`config.mk`:
```
export PLATFORM = sky130hd
export DESIGN_NAME = ahb_sram_ctrl
export DESIGN_NICKNAME = d
export VERILOG_FILES = /design/src/rtl/ahb_sram_ctrl.sv
export SDC_FILE = /design/constraint.sdc
export NUM_CORES = 1
export LEC_CHECK = 0
export ABC_CLOCK_PERIOD_IN_PS = 3200
export CAP_MARGIN = 25
export CELL_PAD_IN_SITES_DETAIL_PLACEMENT = 0
export CELL_PAD_IN_SITES_GLOBAL_PLACEMENT = 2
export CORE_MARGIN = 1.5
export CORE_UTILIZATION = 24
export CTS_CLUSTER_DIAMETER = 50
export DETAILED_ROUTE_END_ITERATION = 16
export GPL_ROUTABILITY_DRIVEN = 0
export GPL_TIMING_DRIVEN = 0
export PLACE_DENSITY = 0.84
export SETUP_SLACK_MARGIN = 0.2
export SYNTH_ARGS = -nofsm -noshare
export SYNTH_HDL_FRONTEND = slang
export SYNTH_SLANG_ARGS = --single-unit
```
`constraint.sdc`:
```
create_clock -name clk -period 3.2 [get_ports clk]
set_input_delay 0.32 -clock clk [delete_from_list [all_inputs] [get_ports clk]]
set_output_delay 0.32 -clock clk [all_outputs]
set_load 0.005 [all_outputs]
```
`src/rtl/ahb_sram_ctrl.sv`:
```
// ahb_sram_ctrl: AHB-Lite slave driving a single-port SRAM macro that has a
// registered Q and byte write enables. Reads normally complete with zero wait
// states. Writes always complete with zero wait states, because each write is
// parked in a one-entry write buffer. Buffered bytes are merged into read data
// so that a read always sees the most recent write.
module ahb_sram_ctrl #(
    parameter int AW = 13
) (
    input  logic          clk,
    input  logic          rst_n,
    input  logic          HSEL,
    input  logic [31:0]   HADDR,
    input  logic [1:0]    HTRANS,
    input  logic          HWRITE,
    input  logic [2:0]    HSIZE,
    input  logic          HREADY,
    input  logic [31:0]   HWDATA,
    output logic [31:0]   HRDATA,
    output logic          HREADYOUT,
    output logic          HRESP,
    output logic [AW-1:0] sram_A,
    output logic [31:0]   sram_D,
    output logic          sram_cen,
    output logic [3:0]    sram_wen,
    input  logic [31:0]   sram_Q
);

    typedef enum logic {NORMAL, RD_LATE} state_t;

    state_t        state;
    state_t        state_nxt;

    logic          accept;
    logic          rd_req;
    logic          prio_commit;
    logic          wb_load;
    logic          wb_drain;
    logic [AW-1:0] haddr_word;
    logic [3:0]    addr_be;

    // Data-phase registers: the transfer whose data moves on the bus this cycle
    logic          dp_valid;
    logic          dp_write;
    logic [AW-1:0] dp_addr;
    logic [3:0]    dp_be;

    // One-entry write buffer
    logic          wb_valid;
    logic [AW-1:0] wb_addr;
    logic [3:0]    wb_be;
    logic [31:0]   wb_data;

    // Upper address bits select this slave in the interconnect, and HTRANS[0]
    // only separates SEQ from NONSEQ; neither matters inside the block.
    logic          unused_bits;
    assign unused_bits = ^{HADDR[31:AW+2], HTRANS[0]};

    assign haddr_word = HADDR[AW+1:2];
    assign accept     = HSEL & HTRANS[1] & HREADY;
    // Speculative read request: an SRAM read with no matching data phase is harmless.
    assign rd_req     = HSEL & HTRANS[1] & ~HWRITE;
    // A write data phase with an occupied buffer must commit the old entry now,
    // because the buffer is refilled at the end of this same cycle.
    assign prio_commit = dp_valid & dp_write & wb_valid;
    assign wb_load     = dp_valid & dp_write & HREADYOUT;
    assign HRESP       = 1'b0;

    // Byte-lane enables of the transfer in its address phase
    always_comb begin
        // NOTE: every output of a combinational block gets a default first, so no branch can leave it unassigned and infer a latch.
        addr_be = 4'b1111;
        case (HSIZE)
            3'd0:    addr_be = 4'b0001 << HADDR[1:0];
            3'd1:    addr_be = HADDR[1] ? 4'b1100 : 4'b0011;
            default: addr_be = 4'b1111;
        endcase
    end

    // Capture the accepted address phase as the next data phase
    always_ff @(posedge clk) begin
        // NOTE: state registers use non-blocking assignments so every flop samples pre-edge values, whatever the block order.
        if (!rst_n) begin
            dp_valid <= 1'b0;
            dp_write <= 1'b0;
        end else if (HREADY) begin
            dp_valid <= accept;
            dp_write <= accept & HWRITE;
        end
        // NOTE: address and lane registers are qualified by the valid bits, so they carry no reset.
        if (HREADY) begin
            dp_addr <= haddr_word;
            dp_be   <= addr_be;
        end
    end

    // Write buffer: filled at the end of each write data phase, emptied by an idle-slot commit
    always_ff @(posedge clk) begin
        if (!rst_n) begin
            wb_valid <= 1'b0;
        end else if (wb_load) begin
            wb_valid <= 1'b1;
        end else if (wb_drain) begin
            wb_valid <= 1'b0;
        end
        if (wb_load) begin
            wb_addr <= dp_addr;
            wb_be   <= dp_be;
            wb_data <= HWDATA;
        end
    end

    // FSM state register
    always_ff @(posedge clk) begin
        if (!rst_n) begin
            state <= NORMAL;
        end else begin
            state <= state_nxt;
        end
    end

    // FSM next state: a read that loses the SRAM port to a buffer commit takes one wait state
    always_comb begin
        state_nxt = state;
        case (state)
            NORMAL:  if (accept & ~HWRITE & prio_commit) state_nxt = RD_LATE;
            RD_LATE: state_nxt = NORMAL;
            default: state_nxt = NORMAL;
        endcase
    end

    // FSM outputs: SRAM port arbitration (one access per cycle) and bus ready
    always_comb begin
        HREADYOUT = (state == NORMAL);
        sram_A    = haddr_word;
        sram_D    = wb_data;
        sram_cen  = 1'b0;
        sram_wen  = 4'b0000;
        wb_drain  = 1'b0;
        if (state == RD_LATE) begin
            // Late read of the stalled data phase; the held address phase waits.
            sram_A = dp_addr;
        end else if (prio_commit) begin
            sram_A   = wb_addr;
            sram_cen = 1'b1;
            sram_wen = wb_be;
        end else if (rd_req) begin
            sram_A = haddr_word;
        end else if (wb_valid) begin
            sram_A   = wb_addr;
            sram_cen = 1'b1;
            sram_wen = wb_be;
            wb_drain = 1'b1;
        end
    end

    // Read data: SRAM word with buffered bytes of the same word overlaid
    always_comb begin
        HRDATA = sram_Q;
        for (int i = 0; i < 4; i++) begin
            if (wb_valid && (wb_addr == dp_addr) && wb_be[i]) begin
                HRDATA[i*8 +: 8] = wb_data[i*8 +: 8];
            end
        end
    end

endmodule

```
==> flow_summary_export.csv, run 1 <==
group,metric,value,unit
cts,cts_sinks,70,
yosys,ys_ff_latch,70,
route,wire_per_inst,15.95,um
worst_setup_path,startpoint,"dp_addr[5]",
worst_setup_path,timing.rr.start,"state",
cts,clockBufferDepth,2,
layout,ff_latch_area,2062,um^2
global_route,grt_antenna_before_repair,0,
route,top_layer,"met4",
route,drtPass1Iterations,5,
job,drv_cap,0,
yosys,syn_nets,313,
yosys,syn_area_per_cell,14.88,um^2
route,via_per_inst,4.258,
route,ant_nets,0,
cts,cts_max_level,3,
worst_setup_path,crit_slowest_cell,"clkdlybuf4s50_1",
global_route,grt_pass1_vias,2309,
yosys,yosys_warnings,0,
route,drt_wl_total,9.029,mm
floorplan,die_x,116.3,um
layout,fillCellCount,1183,
yosys,synth_top_area_share,64.34,%
yosys,synth_top_cell_by_area,"edfxtp_1",
worst_setup_path,crit_path_max_fanout,8,
cts,path_clk_slew,0.05,ns
worst_setup_path,crit_path_start_kind,"flip-flop",
yosys,yosys-top-cells-count,"66 x edfxtp_1, 32 x mux2_2, 19 x o21ai_0",
yosys,synth-seq-area-share,66.94,%
cts,postCtsHoldBufs,0,
floorplan,core_area,12570,um^2
floorplan,dieArea,13520,um^2
layout,fin_area,5333,um^2
timing,hold_viol_final,0,
placed_design,hpwl,6.823,mm
route,drc_errors,0,
yosys,ys.flop_type,"edfxtp_1",
route,vias,2410,
yosys,synth_edf_count,66,
cts,root_buffer,"clkbuf_16",
power,power,2.131,mW
yosys,netlist_instances,207,
layout,multi_input_area,988.4,um^2
timing,fin_crit_sh,89.88,%
timing,setup_viol,0,
route,routedLengthMet1,3.754,mm
hold_path,min-delay-start,"dp_be[2]",
timing,fin_crit,2.876,ns
cts,cts_tree,"yes",
route,wl_met2,4.542,mm
worst_setup_path,cp.arrival,2.56,ns
yosys,synth.most_common_cell,"edfxtp_1",
yosys,synth_area_leaders,"edfxtp_1 64%, mux2_2 12%, mux2i_1 4.2%",
layout,diodes,0,
timing,worst_pin_slew,0.5661,ns
worst_setup_path,cp.required,2.88,ns
timing,timing.hold.ws,0.4204,ns
global_route,grt_pass1_wl,12.41,mm
floorplan,rows,41,
floorplan,fp.dieH,116.3,um
route,drt_iter0_markers,84,
layout,finalNetCount,497,
global_route,grt_overflow,0,
worst_setup_path,path_cells,"xor2_1 > a221oi_1 > and4_1 > clkbuf_4 > nand3_4 > mux2_2 > clkdlybuf4s50_1",
power,powerDensity,399.6,nW/um^2
floorplan,io_pins,190,
timing,max_freq,347.7,MHz
cts,cts_buffers,9,
global_route,grt_use_total,12.62,%
yosys,netlist_area,3080,um^2
worst_setup_path,criticalPathCategory,"reg -> out",
worst_setup_path,critPathCaptureType,"primary output",
yosys,ys_async_sr_fraction,0,%
status,outcome,"complete, no violations",
timing,finClkSkew,0.006197,ns
placed_design,placedInstanceArea,5017,um^2
global_route,grt_max_degree,28,
hold_path,hold_class,"reg -> reg",
floorplan,start_util,24.51,%
route,wl_met3,581,um
timing,rsz0062_at_grt,"false",
timing,slew_headroom,62.20,%
power,p_leak,1.902,nW
worst_setup_path,critPathMaxStageDelay,0.52,ns
timing,slew_violations,0,
cts,insertion_delay,0.33,ns
yosys,ys_types,29,
placed_design,port_buffers,170,
timing,fin_setup_tns,0,ns
power,ir_drop,0.1766,mV
layout,flow.area_growth_from_synthesis,73.11,%
layout,drive_gt1_share,14.72,%
[logic make-up after synthesis]
logic type	share of synthesized area [%]
compound gates	5.443
other cells	0.1217
simple gates	7.392
mux	15.92
flops	66.94
xor+xnor	1.990
buf+inv	2.193
[flip-flops by register name, summed over array words and instances, names as in the netlist]
register	count
dp_addr	13
dp_be	4
dp_valid	1
dp_write	1
sram_D	32
state	1
wb_addr	13
wb_be	4
wb_valid	1
[path summary, 6_finish.rpt]
check        slack (ns)  cells after the start         end
max reg2reg        1.30                      5   sram_D[9]
min                0.42                      0    wb_be[2]
max                0.32                      7  HRDATA[16]
min reg2reg        0.42                      0    wb_be[2]
[where the power goes]
| group | leakage [nW] | switching [mW] | internal (mW) |
|---|---|---|---|
| Combinational | 1.14 | 0.0636 | 0.173 |
| Sequential | 0.640 | 0.0145 | 1.03 |
| Clock | 0.123 | 0.344 | 0.510 |
[worst max-delay path, delay by kind of cell (launching register included)]
| kind | cells | cell delay [ns] |
|---|---|---|
| AOI/OAI and AO/OA | 1 | 0.22 |
| xor gates and xnor gates | 1 | 0.17 |
| buffers and inverters | 2 | 0.74 |
| DFF | 1 | 0.42 |
| muxes | 1 | 0.29 |
| and+or+nand+nor | 2 | 0.40 |
[timing repair]
item                       4_1_cts  5_1_grt
setup buffers                    1        0
resized for setup                0        9
cloned                           0        0
setup endpoints to repair       32       42
pin swaps                        1        3
[layer usage]
layer  up-vias  global-route usage [%]
met4         0                   5.366
met5         -                       0
li1       1147                       -
met3        12                   3.529
met2        87                   20.75
met1      1164                   15.62
[layout make-up]
type                       count  share of cell area [%]
sequential                    70                   38.67
buffer                         7                  0.7274
clock buffer                  11                   4.364
tap                          172                   4.036
inverter                       9                  0.6335
timing repair buffer         173                   32.78
clock inverter                 3                  0.2581
multi-input combinational    121                   18.54
[per-stage QoR]
step / utilization (%) / instances / setup WS, ns
6_report: 42.43 / 566 / 0.3240
5_1_grt: 42.43 / 566 / 0.1982
4_1_cts: 41.94 / 565 / 0.1400
3_5_place_dp: 39.92 / 550 / 0.2489
3_3_place_gp: 39.76 / 549 / 0.2833
2_1_floorplan: - / 207 / 1.168
[placed cells by master, fill, tap and decap left out, types with 2 or more instances in the layout]
cell type / instances
clkdlybuf4s50_1: 170
edfxtp_1: 66
mux2_2: 32
o21ai_0: 19
nand2_1: 15
mux2i_1: 13
clkbuf_16: 9
inv_1: 8
nor2_1: 6
clkbuf_1: 5
and2_1: 4
nand3_4: 4
dfxtp_1: 4
nand2b_1: 3
xnor2_1: 3
nand4_1: 3
xor2_1: 3
a21boi_0: 3
nand3_1: 2
buf_4: 2
clkinv_2: 2
No activity file was read; power rests on OpenSTA's default activity.
==> inputs of run 2 (changes only) <==
--- a/config.mk
+++ b/config.mk
@@ -6,12 +6,11 @@
 export NUM_CORES = 1
 export LEC_CHECK = 0
 export ABC_CLOCK_PERIOD_IN_PS = 3200
-export CAP_MARGIN = 25
+export CAP_MARGIN = 10
 export CELL_PAD_IN_SITES_DETAIL_PLACEMENT = 0
 export CELL_PAD_IN_SITES_GLOBAL_PLACEMENT = 2
 export CORE_MARGIN = 1.5
 export CORE_UTILIZATION = 24
-export CTS_CLUSTER_DIAMETER = 50
 export DETAILED_ROUTE_END_ITERATION = 16
 export GPL_ROUTABILITY_DRIVEN = 0
 export GPL_TIMING_DRIVEN = 0
==> flow_summary_export.csv, run 2 (synthesis results as in run 1) <==
group,metric,value,unit
timing,max_freq,347.4,MHz
route,drtPass1Iterations,4,
placed_design,place_inst,550,
timing,fin_setup_tns,0,ns
route,vias,2410,
global_route,grt_max_degree,28,
timing,hold_viol_final,0,
worst_setup_path,critPathMaxStageDelay,0.52,ns
layout,fin_util,42.31,%
layout,largest_register_ffs,32,
placed_design,placedInstanceArea,5017,um^2
route,ant_nets,0,
timing,fin_crit,2.879,ns
layout,fin_area,5318,um^2
global_route,grt_pass1_wl,12.41,mm
worst_setup_path,cp.required,2.88,ns
cts,cts_tree,"yes",
worst_setup_path,cp.arrival,2.56,ns
floorplan,start_util,24.51,%
layout,layout_common_cells,"170 x clkdlybuf4s50_1, 66 x edfxtp_1, 32 x mux2_2",
layout,fillCellCount,1185,
route,wire_per_inst,15.93,um
worst_setup_path,crit_path_start_kind,"flip-flop",
placed_design,port_buffers,170,
timing,rsz0062_at_grt,"false",
global_route,grt_overflow,0,
cts,cts_sinks,70,
timing,worst_pin_slew,1.067,ns
layout,layout_commonest_cell,"clkdlybuf4s50_1",
timing,fin_crit_sh,89.96,%
layout,stdcell_count,565,
worst_setup_path,cp_num_buf_inv,2,
cts,path_clk_slew,0.05,ns
worst_setup_path,worst-r2r-setup-slack,1.30,ns
hold_path,hold_class,"reg -> reg",
layout,finalNetCount,496,
power,ir_drop,0.1766,mV
timing,finClkSkew,0.006450,ns
hold_path,worst_hold_path.endpoint,"wb_be[2]",
cts,insertion_delay,0.33,ns
cts,postCtsHoldBufs,0,
route,via_per_inst,4.265,
power,power,2.130,mW
worst_setup_path,criticalPathCategory,"reg -> out",
power,powerDensity,400.5,nW/um^2
timing,finalWorstSetupSlack,0.3212,ns
worst_setup_path,cp_top_family,"buffers and inverters",
job,drv_cap,0,
global_route,grt_antenna_before_repair,0,
worst_setup_path,crit_slowest_cell,"clkdlybuf4s50_1",
global_route,grt_use_total,12.62,%
layout,drive_gt1_share,14.50,%
worst_setup_path,timing.rr.start,"state",
timing,slew_headroom,28.66,%
worst_setup_path,r2r_end,"sram_D[9]",
floorplan,core_area,12570,um^2
global_route,grt_pass1_vias,2309,
floorplan,fp.dieH,116.3,um
floorplan,rows,41,
route,drt_iter0_markers,86,
cts,cts_max_level,3,
hold_path,min-delay-start,"dp_be[2]",
placed_design,hpwl,6.823,mm
layout,diodes,0,
floorplan,die_x,116.3,um
floorplan,io_pins,190,
status,outcome,"complete, no violations",
worst_setup_path,critPathCaptureType,"primary output",
power,p_leak,1.894,nW
route,drc_errors,0,
hold_path,holdPathStages,0,
timing,slew_violations,0,
floorplan,dieArea,13520,um^2
worst_setup_path,path_cells,"xor2_1 > a221oi_1 > and4_1 > clkbuf_4 > nand3_4 > mux2_2 > clkdlybuf4s50_1",
timing,timing.hold.ws,0.4204,ns
cts,root_buffer,"clkbuf_16",
placed_design,dp_slack,0.2489,ns
cts,cts_buffers,9,
worst_setup_path,crit_path_max_fanout,8,
worst_setup_path,worst_r2r_path_depth,5,
layout,flow.area_growth_from_synthesis,72.62,%
route,drt_wl_total,9.002,mm
timing,setup_viol,0,
cts,clockBufferDepth,2,
==> run 2: area by class of cell <==
type                    count  area (um^2)  area share, %
plain buffers               7        38.79         0.7294
clock buffers              11        232.7          4.376
clock inverters             3        13.76         0.2588
inverters                   9        33.78         0.6353
multi-input cells         121        988.4          18.59
flip-flops and latches     70         2062          38.78
well taps                 172        215.2          4.047
repair buffers            172         1733          32.59
==> run 2: how the worst max path moves through the flow <==
stage,end,start,cells past startpoint
finish,HRDATA[16],dp_addr[5],7
global route,HRDATA[16],wb_addr[5],7
CTS,HRDATA[16],dp_addr[4],7
detailed placement,sram_A[8],HTRANS[1],9
global placement,sram_A[8],HSEL,9
floorplan,sram_D[0],state,4
==> run 2: what timing repair did <==
action	4_1_cts	5_1_grt
endpoints found under the setup margin	32	42
gates resized for setup	0	9
buffers inserted	1	0
pin swaps	1	3
==> run 2: routing by layer <==
metal / wire [um] / track usage, % / up-vias
li1: - / - / 1147
met2: 4555 / 20.75 / 84
met3: 568 / 3.529 / 12
met4: 150 / 5.366 / 0
met1: 3727 / 15.62 / 1167
met5: 0 / 0 / -
==> run 2: report_power, final <==
part | total [mW] | internal [mW] | switching [mW]
Clock | 0.854 | 0.510 | 0.344
Combinational | 0.234 | 0.171 | 0.0632
Sequential | 1.04 | 1.03 | 0.0143
Total | 2.13 | 1.71 | 0.422
